[src/rtl/tone_pkg.sv]
// Shared constants for the tone bank: counter width default, note names and
// the reset half-periods (C4..C5 at 50 MHz).
package tone_pkg;

    localparam int unsigned CNT_W_DEF = 17;
    localparam int unsigned N_NOTES   = 8;
    localparam int unsigned NOTE_W    = 3;

    typedef enum logic [NOTE_W-1:0] {
        C4, D4, E4, F4, G4, A4, B4, C5
    } note_e;

    // Half-period in clk cycles for each note, indexed by note_e
    localparam logic [CNT_W_DEF-1:0] DEFAULT_HALF [N_NOTES] = '{
        17'd95566, 17'd85121, 17'd75850, 17'd71592,
        17'd63776, 17'd56818, 17'd50618, 17'd47774
    };

    // Channels beyond the eighth reuse the scale from C4 upward
    function automatic logic [CNT_W_DEF-1:0] default_half_f(input int unsigned ch);
        return DEFAULT_HALF[NOTE_W'(ch % N_NOTES)];
    endfunction

endpackage

[src/rtl/tone_bank_if.sv]
// Key/config inputs and tone/mix/mono outputs of the tone bank.
interface tone_bank_if #(
    parameter int unsigned N_CH  = 8,
    parameter int unsigned CNT_W = 17,
    parameter int unsigned CH_W  = 3,
    parameter int unsigned MIX_W = 4
);

    logic [N_CH-1:0]  key;
    logic             cfg_we;
    logic [CH_W-1:0]  cfg_ch;
    logic [CNT_W-1:0] cfg_half;
    logic [N_CH-1:0]  tone;
    logic [N_CH-1:0]  active;
    logic [MIX_W-1:0] mix;
    logic             mono;

    modport master (
        output key, cfg_we, cfg_ch, cfg_half,
        input  tone, active, mix, mono
    );

    modport slave (
        input  key, cfg_we, cfg_ch, cfg_half,
        output tone, active, mix, mono
    );

endinterface

[src/rtl/tone_channel.sv]
// One square-wave channel: programmable half-period, key edge detect and
// phase restart on press.
module tone_channel #(
    parameter int unsigned CNT_W = tone_pkg::CNT_W_DEF
) (
    input  logic             clk,
    input  logic             rst_n,
    input  logic             key,
    input  logic             we,
    input  logic [CNT_W-1:0] wdata,
    input  logic [CNT_W-1:0] default_half,
    output logic             tone,
    output logic             active
);

    logic [CNT_W-1:0] half_q, half_d;
    logic [CNT_W-1:0] cnt_q, cnt_d;
    logic [CNT_W-1:0] wrap_at;
    logic             tone_q, tone_d;
    logic             active_q;
    logic             rise;

    // A programmed half-period of 0 behaves as 1
    assign wrap_at = (half_q == '0) ? '0 : half_q - CNT_W'(1);
    assign rise    = key & ~active_q;

    always_comb begin
        half_d = half_q;
        cnt_d  = cnt_q;
        tone_d = tone_q;
        if (we) begin
            half_d = wdata;
        end
        // Restart/idle take priority; >= lets a shrunk half-period wrap at once
        if (rise || !active_q) begin
            cnt_d  = '0;
            tone_d = 1'b0;
        end else if (cnt_q >= wrap_at) begin
            cnt_d  = '0;
            tone_d = ~tone_q;
        end else begin
            cnt_d  = cnt_q + CNT_W'(1);
        end
    end

    always_ff @(posedge clk or negedge rst_n) begin
        if (!rst_n) begin
            half_q   <= default_half;
            cnt_q    <= '0;
            tone_q   <= 1'b0;
            active_q <= 1'b0;
        end else begin
            half_q   <= half_d;
            cnt_q    <= cnt_d;
            tone_q   <= tone_d;
            active_q <= key;
        end
    end

    assign tone   = tone_q;
    assign active = active_q;

endmodule

[src/rtl/tone_bank.sv]
// N-channel square-wave tone bank with polyphonic mix count and a
// lowest-key mono output.
module tone_bank
    import tone_pkg::*;
#(
    parameter int unsigned N_CH  = 8,
    parameter int unsigned CNT_W = CNT_W_DEF,
    parameter int unsigned CH_W  = 3,
    parameter int unsigned MIX_W = 4
) (
    input  logic      clk,
    input  logic      rst_n,
    tone_bank_if.slave bus
);

    logic [N_CH-1:0]  tone_w;
    logic [N_CH-1:0]  active_w;
    logic [MIX_W-1:0] mix_d, mix_q;
    logic             mono_d, mono_q;

    // Writes addressed past the last channel match no decoder and are dropped
    for (genvar i = 0; i < int'(N_CH); i++) begin : g_ch
        localparam logic [CNT_W-1:0] DFLT = CNT_W'(default_half_f(i));
        logic we;

        assign we = bus.cfg_we && (bus.cfg_ch == CH_W'(i));

        tone_channel #(
            .CNT_W (CNT_W)
        ) u_ch (
            .clk          (clk),
            .rst_n        (rst_n),
            .key          (bus.key[i]),
            .we           (we),
            .wdata        (bus.cfg_half),
            .default_half (DFLT),
            .tone         (tone_w[i]),
            .active       (active_w[i])
        );
    end

    // Popcount of tones and tone of the lowest-index active channel
    always_comb begin
        logic found;
        mix_d  = '0;
        mono_d = 1'b0;
        found  = 1'b0;
        for (int unsigned i = 0; i < N_CH; i++) begin
            mix_d = mix_d + MIX_W'(tone_w[i]);
            if (active_w[i] && !found) begin
                mono_d = tone_w[i];
                found  = 1'b1;
            end
        end
    end

    always_ff @(posedge clk or negedge rst_n) begin
        if (!rst_n) begin
            mix_q  <= '0;
            mono_q <= 1'b0;
        end else begin
            mix_q  <= mix_d;
            mono_q <= mono_d;
        end
    end

    assign bus.tone   = tone_w;
    assign bus.active = active_w;
    assign bus.mix    = mix_q;
    assign bus.mono   = mono_q;

endmodule

[src/flat_wrapper.sv]
// flat-port wrapper written by rule: the top's interface ports become plain ports
module tone_bank_flat import tone_pkg::*;
#(
    parameter int unsigned N_CH  = 8,
    parameter int unsigned CNT_W = CNT_W_DEF,
    parameter int unsigned CH_W  = 3,
    parameter int unsigned MIX_W = 4
)
  (clk, rst_n, bus_key, bus_cfg_we, bus_cfg_ch, bus_cfg_half, bus_tone, bus_active, bus_mix, bus_mono);
  tone_bank_if #(.N_CH(N_CH), .CNT_W(CNT_W), .CH_W(CH_W), .MIX_W(MIX_W)) bus_i ();
  input  logic clk;
  input  logic rst_n;
  input wire logic [$bits(bus_i.key)-1:0] bus_key;
  input wire logic [$bits(bus_i.cfg_we)-1:0] bus_cfg_we;
  input wire logic [$bits(bus_i.cfg_ch)-1:0] bus_cfg_ch;
  input wire logic [$bits(bus_i.cfg_half)-1:0] bus_cfg_half;
  output wire logic [$bits(bus_i.tone)-1:0] bus_tone;
  output wire logic [$bits(bus_i.active)-1:0] bus_active;
  output wire logic [$bits(bus_i.mix)-1:0] bus_mix;
  output wire logic [$bits(bus_i.mono)-1:0] bus_mono;
  assign bus_i.key = bus_key;
  assign bus_i.cfg_we = bus_cfg_we;
  assign bus_i.cfg_ch = bus_cfg_ch;
  assign bus_i.cfg_half = bus_cfg_half;
  assign bus_tone = bus_i.tone;
  assign bus_active = bus_i.active;
  assign bus_mix = bus_i.mix;
  assign bus_mono = bus_i.mono;
  tone_bank #(.N_CH(N_CH), .CNT_W(CNT_W), .CH_W(CH_W), .MIX_W(MIX_W)) u_core (.clk(clk), .rst_n(rst_n), .bus(bus_i));
endmodule
[config.mk]
export PLATFORM = sky130hd
export DESIGN_NAME = tone_bank_flat
export DESIGN_NICKNAME = d
export VERILOG_FILES = /design/src/rtl/tone_pkg.sv /design/src/rtl/tone_bank_if.sv /design/src/rtl/tone_channel.sv /design/src/rtl/tone_bank.sv /design/src/flat_wrapper.sv
export SDC_FILE = /design/constraint.sdc
export NUM_CORES = 1
export LEC_CHECK = 0
export CORE_MARGIN = 3
export CORE_UTILIZATION = 40
export DETAILED_ROUTE_END_ITERATION = 6
export PLACE_DENSITY = 0.62
export SETUP_SLACK_MARGIN = 0.5
export SLEW_MARGIN = 20
export SYNTH_ARGS = -nofsm -noshare
export SYNTH_HDL_FRONTEND = slang
export SYNTH_SLANG_ARGS = --single-unit
[constraint.sdc]
create_clock -name clk -period 5.08 [get_ports clk]
set_input_delay 1.016 -clock clk [delete_from_list [all_inputs] [get_ports clk]]
set_output_delay 1.016 -clock clk [all_outputs]
set_load 0.02 [all_outputs]
==> results.txt <==
The flow ran to the end, and the final reports show no timing, DRC or antenna violations. The worst path buffer plus inverter count is 0. The length of the first detailed-routing pass in iterations is 5. The count of hold buffers inserted by post-cts repair came out at 0. In this run the tool buffered the top-level ports with 51 buffer cells. The area fraction of the dominant cell type after synthesis came out at 31.79%. In this run the core area contains 76 standard-cell rows. The instance count along the most critical hold path is 1. After synthesis, the share of flip-flops with an asynchronous set or reset is 100.0%. The power density over the cells is 368.4 nW/um2. The final layout contains routed wiring with a total length of 40.46 mm. Once layout is done, the placed cells without fillers occupy 20190 um2.

The number of setup violations in the final report came out at 0. Of the synthesized area, sequential elements account for 41.69%. The headroom to the max-slew limit is 35.46%. Yosys instantiated no cell more often than dfrtp_1. Relative to the synthesized area, the layout overhead comes to 13.50%. The die height came out at 216.9 um. The maximum buffer depth of the clock tree is 3.

In this run, synthesis inferred 0 flip-flops with an integrated enable. The post-detailed-route DRC marker count came out at 0. After filler insertion, the fill cell instance count of the layout stands at 4064.

The total number of yosys warnings came out at 0. The number of global-route vias before repair is 12890. The clock slew at the register clock pins of the worst setup and hold paths came out at 0.06 ns. Of all nets on the critical path, the largest fanout is 5. The commonest cells after synthesis are 226 x dfrtp_1, 221 x nor2_1, 207 x nand2_1, 155 x ha_1, 131 x mux2_2. The most common flop cell mapped by yosys is dfrtp_1.

The buffer type at the clock tree root is clkbuf_16. The number of violations of the max-capacitance limit is 0. The highest achievable clock rate is 224.3 MHz. Across the VDD grid, the largest voltage drop is 0.3770 mV.

The global routing met2 resource utilization came out at 29.10%. The final-report hold violation count is 0. The clock tree from TritonCTS is yes. The global placement routability congestion came out at 0.8090.

The synthesized netlist net count came out at 1993. The number of max-slew violations in the final report is 0. The core box area is 43460 um2. The fraction of met3 tracks used by global routing is 2.471%.

The worst reg-to-reg path cell count came out at 13. The shortest period the worst path allows is 4.458 ns. The signal arrival time at the worst endpoint is 4.89 ns. The initial core utilization came out at 40.94%.

Setup repair after global routing left no endpoint under its margin. The global-route layer with the greatest usage is met2. The first global-routing pass estimated 66.82 mm of wire. The post-route clock period utilization came out at 87.76%. The startpoint identified for the worst hold timing path is u_core.g_ch[4].u_ch.cnt_q[0]. The number of antenna violations at the first check in global routing is 1.

After synthesis the netlist holds a flip-flop and latch count of 293. On the worst path, the slowest cell contributes a delay of 0.56 ns. The aggregate global-route resource usage came out at 17.49%. The DRC marker count from the first detailed-route iteration came out at 441. The tightest hold path in the finished design has a slack of 0.4783 ns. The synthesized instance count is 1803. In the post-synthesis netlist, the biggest area contributors are dfrtp_1 32%, ha_1 11%, dfstp_2 9.9%, mux2_2 8.3%, xor2_1 6.1%. The total I/O pin count came out at 52. STA classifies the critical path endpoint as a register.

The count of nets left with antenna violations once routing finished came out at 0. The worst setup skew after layout came out at 0.01743 ns. The setup slack after placement is 0.4720 ns.

The total clock sinks is 293. The H-tree depth reported by CTS came out at 2. The global-route met1 utilization came out at 23.44%. The setup TNS is 0 ns. The worst min-delay path endpoint is u_core.g_ch[4].u_ch.cnt_q[0]. Setup slack on the worst reg-to-reg path comes out at 0.62 ns. The worst register-to-register path begins at u_core.g_ch[6].u_ch.half_q[6]. The leakage power total is 0.009146 uW.

The wire length per cell came out at 16.41 um. The floorplan step defined a die boundary enclosing 47040 um2. The post-synthesis area per instance came out at 9.867 um2. On the critical path the largest part of the delay comes from simple AND/OR/NAND/NOR gates. The kind of critical path is register to register. The total half-perimeter wirelength after legalization and detailed placement is 28.96 mm. The setup slack after layout came out at 0.6218 ns. In the routed layout, each cell is associated on average with a via count of 5.191. The maximum number of pins on one net before global-route repair came out at 112. In this run the worst hold path is classified as register to register. The number of buffers created by CTS is 35. The slowest library cell on the worst path is or4_4. Traced cell by cell, the critical path runs through or4_4 -> or3_4 -> or3_4 -> or3_4 -> or4_4 -> and2_1 -> ha_1 -> nand2b_1 -> a211o_1 -> o2111ai_1 -> a2111oi_0 -> or4_4 -> mux2_2.

The required arrival time at the worst endpoint came out at 5.51 ns. The worst-margin pin slew is 0.9653 ns. The x dimension of the die is 216.9 um. The dominant cell type by area after synthesis is dfrtp_1. The category of the worst setup path launch point is a register. The proportion of layout cells with a drive suffix above 1 is 16.11%. The number of nets in the finished design came out at 2044.

The clock latency reported for the late side of the worst-skew pair is 0.54 ns. The number of distinct library cell variants in the gate-level netlist after synthesis is 60. The repair_antennas step left the layout with diodes totalling 0. The worst reg2reg path endpoint is u_core.g_ch[6].u_ch.tone. The total number of vias came out at 12800. The netlist area before placement came out at 17790 um2. The post-place instance area is 18900 um2. The sum of overflow across all layers after global routing came out at 0.
-- state kept, by name, indices dropped and copies added, names as in the netlist --
signal / cells
u_core.g_ch.u_ch.cnt_q: 136
u_core.g_ch.u_ch.active: 8
u_core.g_ch.u_ch.half_q: 136
u_core.g_ch.u_ch.tone: 8
u_core.bus.mix: 4
u_core.bus.mono: 1
-- how the worst max path moves through the flow --
| stage | start | endpoint | slack (ns) | cells after the start |
|---|---|---|---|---|
| 3_5_place_dp | u_core.g_ch[3].u_ch.half_q[2] | u_core.g_ch[3].u_ch.cnt_q[4] | 0.47 | 14 |
| 6_report | u_core.g_ch[6].u_ch.half_q[6] | u_core.g_ch[6].u_ch.tone | 0.62 | 13 |
| 5_1_grt | u_core.g_ch[6].u_ch.half_q[6] | u_core.g_ch[6].u_ch.cnt_q[13] | 0.51 | 14 |
| 4_1_cts | u_core.g_ch[6].u_ch.half_q[6] | u_core.g_ch[6].u_ch.cnt_q[10] | 0.51 | 14 |
| 2_1_floorplan | u_core.g_ch[6].u_ch.half_q[6] | u_core.g_ch[6].u_ch.tone | 0.56 | 15 |
| 3_3_place_gp | u_core.g_ch[6].u_ch.half_q[6] | u_core.g_ch[6].u_ch.tone | 0.55 | 13 |
-- through the flow --
stage,total power [uW],cells,utilization [%]
2_1_floorplan,4305,1803,-
3_3_place_gp,4794,2398,43.50
3_5_place_dp,4877,2398,43.50
4_1_cts,7530,2465,46.35
5_1_grt,7928,2466,46.46
6_report,7438,2466,46.46
-- cells in the final DEF, fill, tap and decap left out, drive strengths merged, types with 17 or more instances in the layout --
cell / instances
buf: 18
a21oi: 38
mux2: 131
dfstp: 67
nand2: 208
nor2: 221
ha: 155
nand2b: 19
inv: 73
a21o: 24
dfrtp: 226
o21ai: 34
nand3: 54
nor4: 19
xor2: 123
clkdlybuf4s50: 50
nor3: 56
nand4: 39
xnor2: 98
or3: 17
clkbuf: 50
-- logic make-up after synthesis --
| family | share of synthesized area (%) |
|---|---|
| compound gates | 5.268 |
| xor+xnor | 10.88 |
| fa+ha+maj | 11.35 |
| buf+inv | 3.102 |
| flops | 41.69 |
| mux | 8.517 |
| simple gates | 19.19 |
-- cell type report --
| cell class | instances | area (um2) | area share (%) |
|---|---|---|---|
| Multi-Input combinational cell | 1384 | 9884 | 48.95 |
| Inverter | 72 | 270.3 | 1.338 |
| Sequential cell | 293 | 7417 | 36.73 |
| Timing Repair Buffer | 68 | 675.6 | 3.346 |
| Clock inverter | 14 | 178.9 | 0.8861 |
| Clock buffer | 50 | 1033 | 5.118 |
| Tap cell | 585 | 732.0 | 3.625 |
-- where the power goes --
group / leakage (uW) / internal (uW) / switching [uW] / total, uW
registers: 0.00366 / 2740 / 383 / 3120
logic: 0.00491 / 835 / 884 / 1720
clock network: 0.000575 / 1580 / 1010 / 2590
total: 0.00915 / 5160 / 2280 / 7440
-- per-layer routing --
metal,vias to the layer above,share of wire [%]
met2,171,46
met3,76,3.2
met1,6231,47
li1,6324,-
met4,0,3.3
met5,-,0
-- repair_timing --
item / CTS / global route
resized for setup: 1 / 11
gates cloned: 0 / 0
pin swaps: 1 / 2
setup endpoints to repair: 22 / 68
buffers inserted: 3 / 1
Power figures use the tool's default switching activity.
